### config.mk
export PLATFORM = sky130hd
export DESIGN_NAME = regfile_write_arbiter
export DESIGN_NICKNAME = d
export VERILOG_FILES = /design/src/rtl/regfile_write_arbiter.sv
export SDC_FILE = /design/constraint.sdc
export NUM_CORES = 1
export LEC_CHECK = 0
export CORE_MARGIN = 2
export CORE_UTILIZATION = 42
export DETAILED_ROUTE_END_ITERATION = 10
export PLACE_DENSITY = 0.93
export SYNTH_ARGS = -nofsm -noshare
export SYNTH_HDL_FRONTEND = slang
export SYNTH_SLANG_ARGS = --single-unit
### constraint.sdc
create_clock -name clock -period 4.9 [get_ports clock]
set_clock_uncertainty 0.15 [all_clocks]
set_input_delay 0.98 -clock clock [delete_from_list [all_inputs] [get_ports clock]]
set_output_delay 0.98 -clock clock [all_outputs]
set_load 0.02 [all_outputs]
### src/rtl/regfile_write_arbiter.sv
// Round-robin arbiter for the single Decode register-file write port.
// The grant (reqReady) is combinational. The winning payload is registered
// and presented to Decode for exactly one cycle, so it is stable before the
// falling-edge write.
module regfile_write_arbiter #(
    parameter int DATA_WIDTH    = 8,
    parameter int VECTOR_SIZE   = 6,
    parameter int ADDRESS_WIDTH = 4,
    parameter int NUM_REQ       = 3
) (
    input  logic                                                clock,
    input  logic                                                reset,
    input  logic                                                writeStall,
    input  logic [NUM_REQ-1:0]                                  reqValid,
    input  logic [NUM_REQ-1:0]                                  reqIsVector,
    input  logic [NUM_REQ-1:0][ADDRESS_WIDTH-1:0]               reqAddress,
    input  logic [NUM_REQ-1:0][DATA_WIDTH-1:0]                  reqScalarData,
    input  logic [NUM_REQ-1:0][VECTOR_SIZE-1:0][DATA_WIDTH-1:0] reqVectorData,
    output logic [NUM_REQ-1:0]                                  reqReady,
    output logic                                                writeEnableScalar,
    output logic                                                writeEnableVector,
    output logic [ADDRESS_WIDTH-1:0]                            writeAddress,
    output logic [DATA_WIDTH-1:0]                               writeScalarData,
    output logic [VECTOR_SIZE-1:0][DATA_WIDTH-1:0]              writeVectorData,
    output logic [7:0]                                          grantCount
);

    localparam int PTR_W = (NUM_REQ > 1) ? $clog2(NUM_REQ) : 1;

    // Advance the round-robin pointer past the winner, wrapping at NUM_REQ.
    function automatic logic [PTR_W-1:0] next_ptr(input logic [PTR_W-1:0] p);
        logic [PTR_W-1:0] r;
        if (p == PTR_W'(NUM_REQ - 1)) begin
            r = '0;
        end else begin
            r = p + PTR_W'(1);
        end
        return r;
    endfunction

    logic [PTR_W-1:0]                   rr_pointer_r;
    logic [7:0]                         grant_count_r;
    logic                               we_scalar_r;
    logic                               we_vector_r;
    logic [ADDRESS_WIDTH-1:0]           addr_r;
    logic [DATA_WIDTH-1:0]              sdata_r;
    logic [VECTOR_SIZE-1:0][DATA_WIDTH-1:0] vdata_r;

    logic                               found_s;
    logic [PTR_W-1:0]                   win_idx_s;
    logic                               grant_ok_s;

    // Find the first valid requester at or after the round-robin pointer.
    always_comb begin
        int               cand_v;
        logic [PTR_W-1:0] cand_idx_v;
        found_s    = 1'b0;
        win_idx_s  = '0;
        cand_v     = 0;
        cand_idx_v = '0;
        for (int k = 0; k < NUM_REQ; k++) begin
            cand_v = int'(rr_pointer_r) + k;
            if (cand_v >= NUM_REQ) begin
                cand_v = cand_v - NUM_REQ;
            end else begin
                cand_v = cand_v;
            end
            cand_idx_v = PTR_W'(cand_v);
            if (!found_s && reqValid[cand_idx_v]) begin
                found_s   = 1'b1;
                win_idx_s = cand_idx_v;
            end else begin
                found_s   = found_s;
                win_idx_s = win_idx_s;
            end
        end
    end

    // Grant is suppressed by stall and while reset is asserted.
    assign grant_ok_s = found_s & ~writeStall & reset;

    // One-hot ready toward the winning requester.
    always_comb begin
        reqReady = '0;
        for (int i = 0; i < NUM_REQ; i++) begin
            if (grant_ok_s && (win_idx_s == PTR_W'(i))) begin
                reqReady[i] = 1'b1;
            end else begin
                reqReady[i] = 1'b0;
            end
        end
    end

    // Capture the winning write and pulse the matching enable for one cycle.
    always_ff @(posedge clock or negedge reset) begin
        if (!reset) begin
            rr_pointer_r  <= '0;
            grant_count_r <= 8'd0;
            we_scalar_r   <= 1'b0;
            we_vector_r   <= 1'b0;
            addr_r        <= '0;
            sdata_r       <= '0;
            vdata_r       <= '0;
        end else if (grant_ok_s) begin
            we_scalar_r   <= ~reqIsVector[win_idx_s];
            we_vector_r   <= reqIsVector[win_idx_s];
            addr_r        <= reqAddress[win_idx_s];
            if (reqIsVector[win_idx_s]) begin
                vdata_r <= reqVectorData[win_idx_s];
            end else begin
                sdata_r <= reqScalarData[win_idx_s];
            end
            rr_pointer_r  <= next_ptr(win_idx_s);
            grant_count_r <= grant_count_r + 8'd1;
        end else begin
            we_scalar_r   <= 1'b0;
            we_vector_r   <= 1'b0;
        end
    end

    assign writeEnableScalar = we_scalar_r;
    assign writeEnableVector = we_vector_r;
    assign writeAddress      = addr_r;
    assign writeScalarData   = sdata_r;
    assign writeVectorData   = vdata_r;
    assign grantCount        = grant_count_r;

endmodule

-- Yosys cells after proc, flatten, opt, wreduce, memory -nomap -nowiden
Index checks and enable logic that the tools add are counted.
- latch bits: 0
- ROM bits: 0
- memories kept: 0
- output and inout port bits: 73
- input bits: 189
- register bits: 72
- RAM bits: 0
- word-level logic and storage cells: 71
- eq/ne operators: 2
- shifts and indexed selects: 0
- bitwise operators: 4
- add/subtract/negate cells: 7
- order comparisons: 7
- div/mod/pow operators: 0
- reductions and logical operators: 10
- multiplexer cells: 29
- multiply operators: 0
- operators with widths (kind ; count):
    48-bit binary-select mux with 2-bit select ; 1
    48-bit 2-to-1 mux ; 1
    8-bit binary-select mux with 2-bit select ; 1
    2-bit 2-to-1 mux ; 7
    2-bit by 3-bit less-than comparator with 1-bit output, second input constant ; 4
    1-bit 2-to-1 mux ; 12
    8-bit by 1-bit adder with 8-bit output, second input constant ; 1
    1-bit binary-select mux with 2-bit select ; 4
    4-bit binary-select mux with 2-bit select ; 1
    8-bit 2-to-1 mux ; 1
    3-bit by 2-bit >= comparator with 1-bit output, second input constant ; 2
    2-bit subtractor, second input constant ; 3
    1-bit logical AND ; 5
    4-bit 2-to-1 mux ; 1
    2-bit AND reduction ; 2
    2-bit by 1-bit adder with 3-bit output, second input constant ; 1
    2-bit by 2-bit adder with 3-bit output, second input constant ; 1
    2-bit by 1-bit adder with 2-bit output, second input constant ; 1
    1-bit bitwise AND ; 2
    2-bit by 1-bit == test with 1-bit output, second input constant ; 1
    2-bit == test, second input constant ; 1
    2-bit >= comparator, second input constant ; 1
    1-bit zero test ; 2
    2-bit zero test ; 1
    1-bit inverter ; 2

-- Depth between registers and ports, before layout
- depth in word-level cells: 15
- depth in mapped cells: 12
- depth with buffers taken out: 8

-- Least setup slack after synthesis
Ideal clock, no wire load.
- path kind: input to output
- start point: in reqValid[1]
- end point: out reqReady[0]
- path slack: 1.097 ns
- arrival: 2.673 ns
- cell stages on the path: 6
- cells stage by stage: mux2i_1 -> mux2i_2 -> a211oi_1 -> clkbuf_1 -> nor2_1 -> nor3_1
- word-level cells in the longest chain between the ends: 13
- ends and longest elaborated chain (element ; RTL line ; text):
    start: declaration ; 14 ; input logic [NUM_REQ-1:0] reqValid,
    1-bit binary-select mux with 2-bit select ; 69 ; if (!found_s && reqValid[cand_idx_v]) begin
    1-bit 2-to-1 mux (implied by the code) ; 69 ;
    1-bit 2-to-1 mux ; 69 ;
    1-bit zero test ; 69 ;
    1-bit logical AND ; 69 ;
    1-bit 2-to-1 mux ; 69 ;
    1-bit zero test ; 69 ;
    1-bit logical AND ; 69 ;
    1-bit 2-to-1 mux ; 69 ;
    1-bit bitwise AND (2 in series) ; 80 ; assign grant_ok_s = found_s & ~writeStall & reset;
    1-bit logical AND * ; 86 ; if (grant_ok_s && (win_idx_s == PTR_W'(i))) begin
    1-bit 2-to-1 mux * ; 86 ;
    end: declaration ; 19 ; output logic [NUM_REQ-1:0] reqReady,
Mark *: on every way between the ends. The rest lies on a longest branch, timed or not. The select of a mux whose other input is x is not followed.

-- Final worst setup path
- start point: in reqValid[1]
- end point: out reqReady[1]
Same word-level chain as after synthesis.

==> results.py <==
metrics = {
    "setup_path": {
        "worstPathMaxFanout": 8,
        "slowest_stage": "clkdlybuf4s50_1",
        "crit_top_cell": "clkdlybuf4s50_1",
        "path_cells": "clkdlybuf4s50_1, mux2i_1, o22ai_2, o221ai_4, nand2_1, nor3_1, clkdlybuf4s50_1",
        "end_kind": "output port",
        "critical_path.max_stage_delay_ps": 660,
        "crit_arrival_ps": 3660,
        "startpoint_type": "input port",
        "critPathKind": "in2out",
        "required_ps": 3770,
    },
    "floorplan": {
        "die_h_um": 108.9,
        "die-width_um": 108.9,
        "row_count": 38,
        "dieArea_um2": 11860,
        "initial_core_util_pct": 42.81,
        "io_pins": 262,
        "core_um2": 10790,
    },
    "power": {
        "ir_drop_mv": 0.5005,
        "power.density_nw_per_um2": 683.4,
        "p_total_w": 0.005173,
        "power.leakage_nw": 2.908,
    },
    "sta": {
        "worstMarginPinSlew_ps": 913.7,
        "drv_slew": 0,
        "grt_setup_unrepaired": "no",
        "fin_crit_sh_pct": 97.76,
        "fin_crit_ps": 4790,
        "setup_viol": 0,
        "hold_violations": 0,
        "slew_headroom_pct": 39.09,
        "fmax_mhz": 208.8,
        "tns_ps": 0,
    },
    "synth": {
        "ys_seq_area_share_pct": 38.99,
        "syn_avg_cell_area_um2": 8.955,
        "ys_ff_latch": 72,
        "synth_warnings": 0,
        "synth_cell_types": 41,
        "synth_fp_nets": 710,
        "synth-edff-count": 0,
        "netlist_area_um2": 4621,
        "synth_ff_type": "dfrtp_1",
        "synthArstFlopShare_pct": 100.0,
        "syn-instance-count": 516,
    },
    "finish": {
        "syn_to_final_growth_pct": 63.82,
        "n_antenna_cell": 0,
        "drive_gt1_share_pct": 13.13,
        "design_area_um2": 7570,
        "fin_nets": 943,
        "final_common_cell": "clkdlybuf4s50_1",
        "final_cell_mix": "clkdlybuf4s50_1, dfrtp_1, a21oi_1, o21ai_0, nand3_1",
    },
    "grt": {
        "grt_pass1_vias": 5518,
        "antenna_found_initial": 0,
        "grt_pass1_wl_mm": 26.56,
        "overflow": 0,
        "grt_usage_pct": 28.86,
        "grt_max_degree": 73,
    },
    "clock_tree": {
        "cts_max_level": 3,
        "ctsResizeCount": 0,
        "cts_buffers": 9,
        "clock-sinks": 72,
        "cts_tree": "yes",
        "cts.clk_slew.worst_paths_ps": 70,
        "clk_latency_ps": 330,
        "root_buffer": "clkbuf_8",
        "hold_buffers": 0,
        "cts_setup_buffers": 0,
        "clockBufferDepth": 2,
    },
    "drt": {
        "vias": 5342,
        "dr.pass1.iters": 9,
        "drtIter0Drc": 354,
        "drc": 0,
        "postRouteAntennaNets": 0,
        "via_per_inst": 5.975,
        "wl_per_cell_um": 19.75,
        "wl_mm": 17.65,
    },
    "worst_hold_path": {
        "hold_class": "reg2reg",
    },
    "place": {
        "post-dp-hpwl_mm": 12.55,
        "gp_congestion": 0.8582,
        "place_area_um2": 7337,
        "portBuffers": 261,
    },
    "status": {
        "status": "complete, no violations",
    },
    "run": {
        "drv_cap": 0,
    },
}
## path summary, 6_finish.rpt
| path | start | end | slack (ps) | cells past startpoint |
|---|---|---|---|---|
| setup / recovery | reqValid[1] | reqReady[1] | 110 | 7 |
| hold / removal | grantCount[7] | grantCount[7] | 320 | 1 |
| setup reg to reg | rr_pointer_r[0] | writeVectorData[0] | 910 | 10 |
| hold reg to reg | grantCount[7] | grantCount[7] | 320 | 1 |
| max in group asynchronous | reset | writeVectorData[37] | 3270 | 2 |
| min in group asynchronous | reset | rr_pointer_r[0] | 750 | 2 |
## power breakdown
part / leakage, nW / internal [W] / switching, W / total, W
sequential: 0.869 / 0.000890 / 0.000177 / 0.00107
combinational: 1.92 / 0.00155 / 0.00202 / 0.00356
clock: 0.117 / 0.000330 / 0.000213 / 0.000542
total: 2.91 / 0.00277 / 0.00241 / 0.00517
## worst max-delay path: cells and delay by family
kind            cells  cell delay (ps)
compound gates      2              460
simple gates        2              520
mux                 1              490
buf+inv             2             1200
## cells in the mapped netlist (all sizes together) (2+ instances only)
cell type,n,area (um2)
xnor2,7,61.31
dfrtp,72,1802
o21ai,59,295.3
nand2b,6,37.54
buf,8,55.05
a211oi,6,45.04
nor2,10,37.54
nor2b,3,18.77
a211o,2,17.52
ha,5,62.56
inv,3,11.26
mux2,57,675.7
a21boi,4,30.03
nand2,16,60.06
a31oi,56,350.3
a21oi,62,314.1
mux2i,4,43.79
nand3,59,295.3
nand4,4,25.02
clkbuf,47,176.4
o22ai,2,18.77
nand3b,3,22.52
and3,2,12.51
nor3,3,15.01
o31ai,6,45.04
## per-layer routing
| layer | global-route usage [%] | share of wire [%] |
|---|---|---|
| met1 | 31.93 | 38 |
| met2 | 50.22 | 50 |
| met3 | 8.069 | 9.1 |
| met4 | 15.11 | 3.0 |
| met5 | 0 | 0 |
## flip-flops by register name, summed over array words and instances, names as in the netlist
name and count:
writeAddress 4, writeEnableScalar 1, grantCount 8, rr_pointer_r 2, writeEnableVector 1, writeScalarData 8
writeVectorData 48
## cell type report
type | count | area (um2)
Inverter | 3 | 11.26
Clock buffer | 14 | 172.7
Clock inverter | 2 | 60.06
Sequential cell | 72 | 1802
Fill cell | 792 | 3223
Timing Repair Buffer | 277 | 2730
Tap cell | 140 | 175.2
Multi-Input combinational cell | 386 | 2619
## metrics by stage
stage / hold slack [ps] / cells / setup WS (ps) / util [%]
after floorplan: 381.4 / 516 / 1097 / -
after global placement: 314.1 / 878 / 375.8 / 67.98
after detailed placement: 311.8 / 878 / 185.4 / 67.98
after CTS: 325.6 / 894 / 178.4 / 70.14
after global routing: 359.1 / 894 / 11.17 / 70.14
final: 321.2 / 894 / 109.9 / 70.14
## cells by family (layout without fill, tap and decap cells)
kind of cell / count (synthesis) / in the layout / share of synthesized area [%]
xor+xnor: 7 / 7 / 1.327
mux: 61 / 61 / 15.57
compound gates: 203 / 203 / 25.51
simple gates: 110 / 110 / 12.00
fa+ha+maj: 5 / 5 / 1.354
buf+inv: 58 / 296 / 5.253
flops: 72 / 72 / 38.99
(Power assumes the default switching activity.)
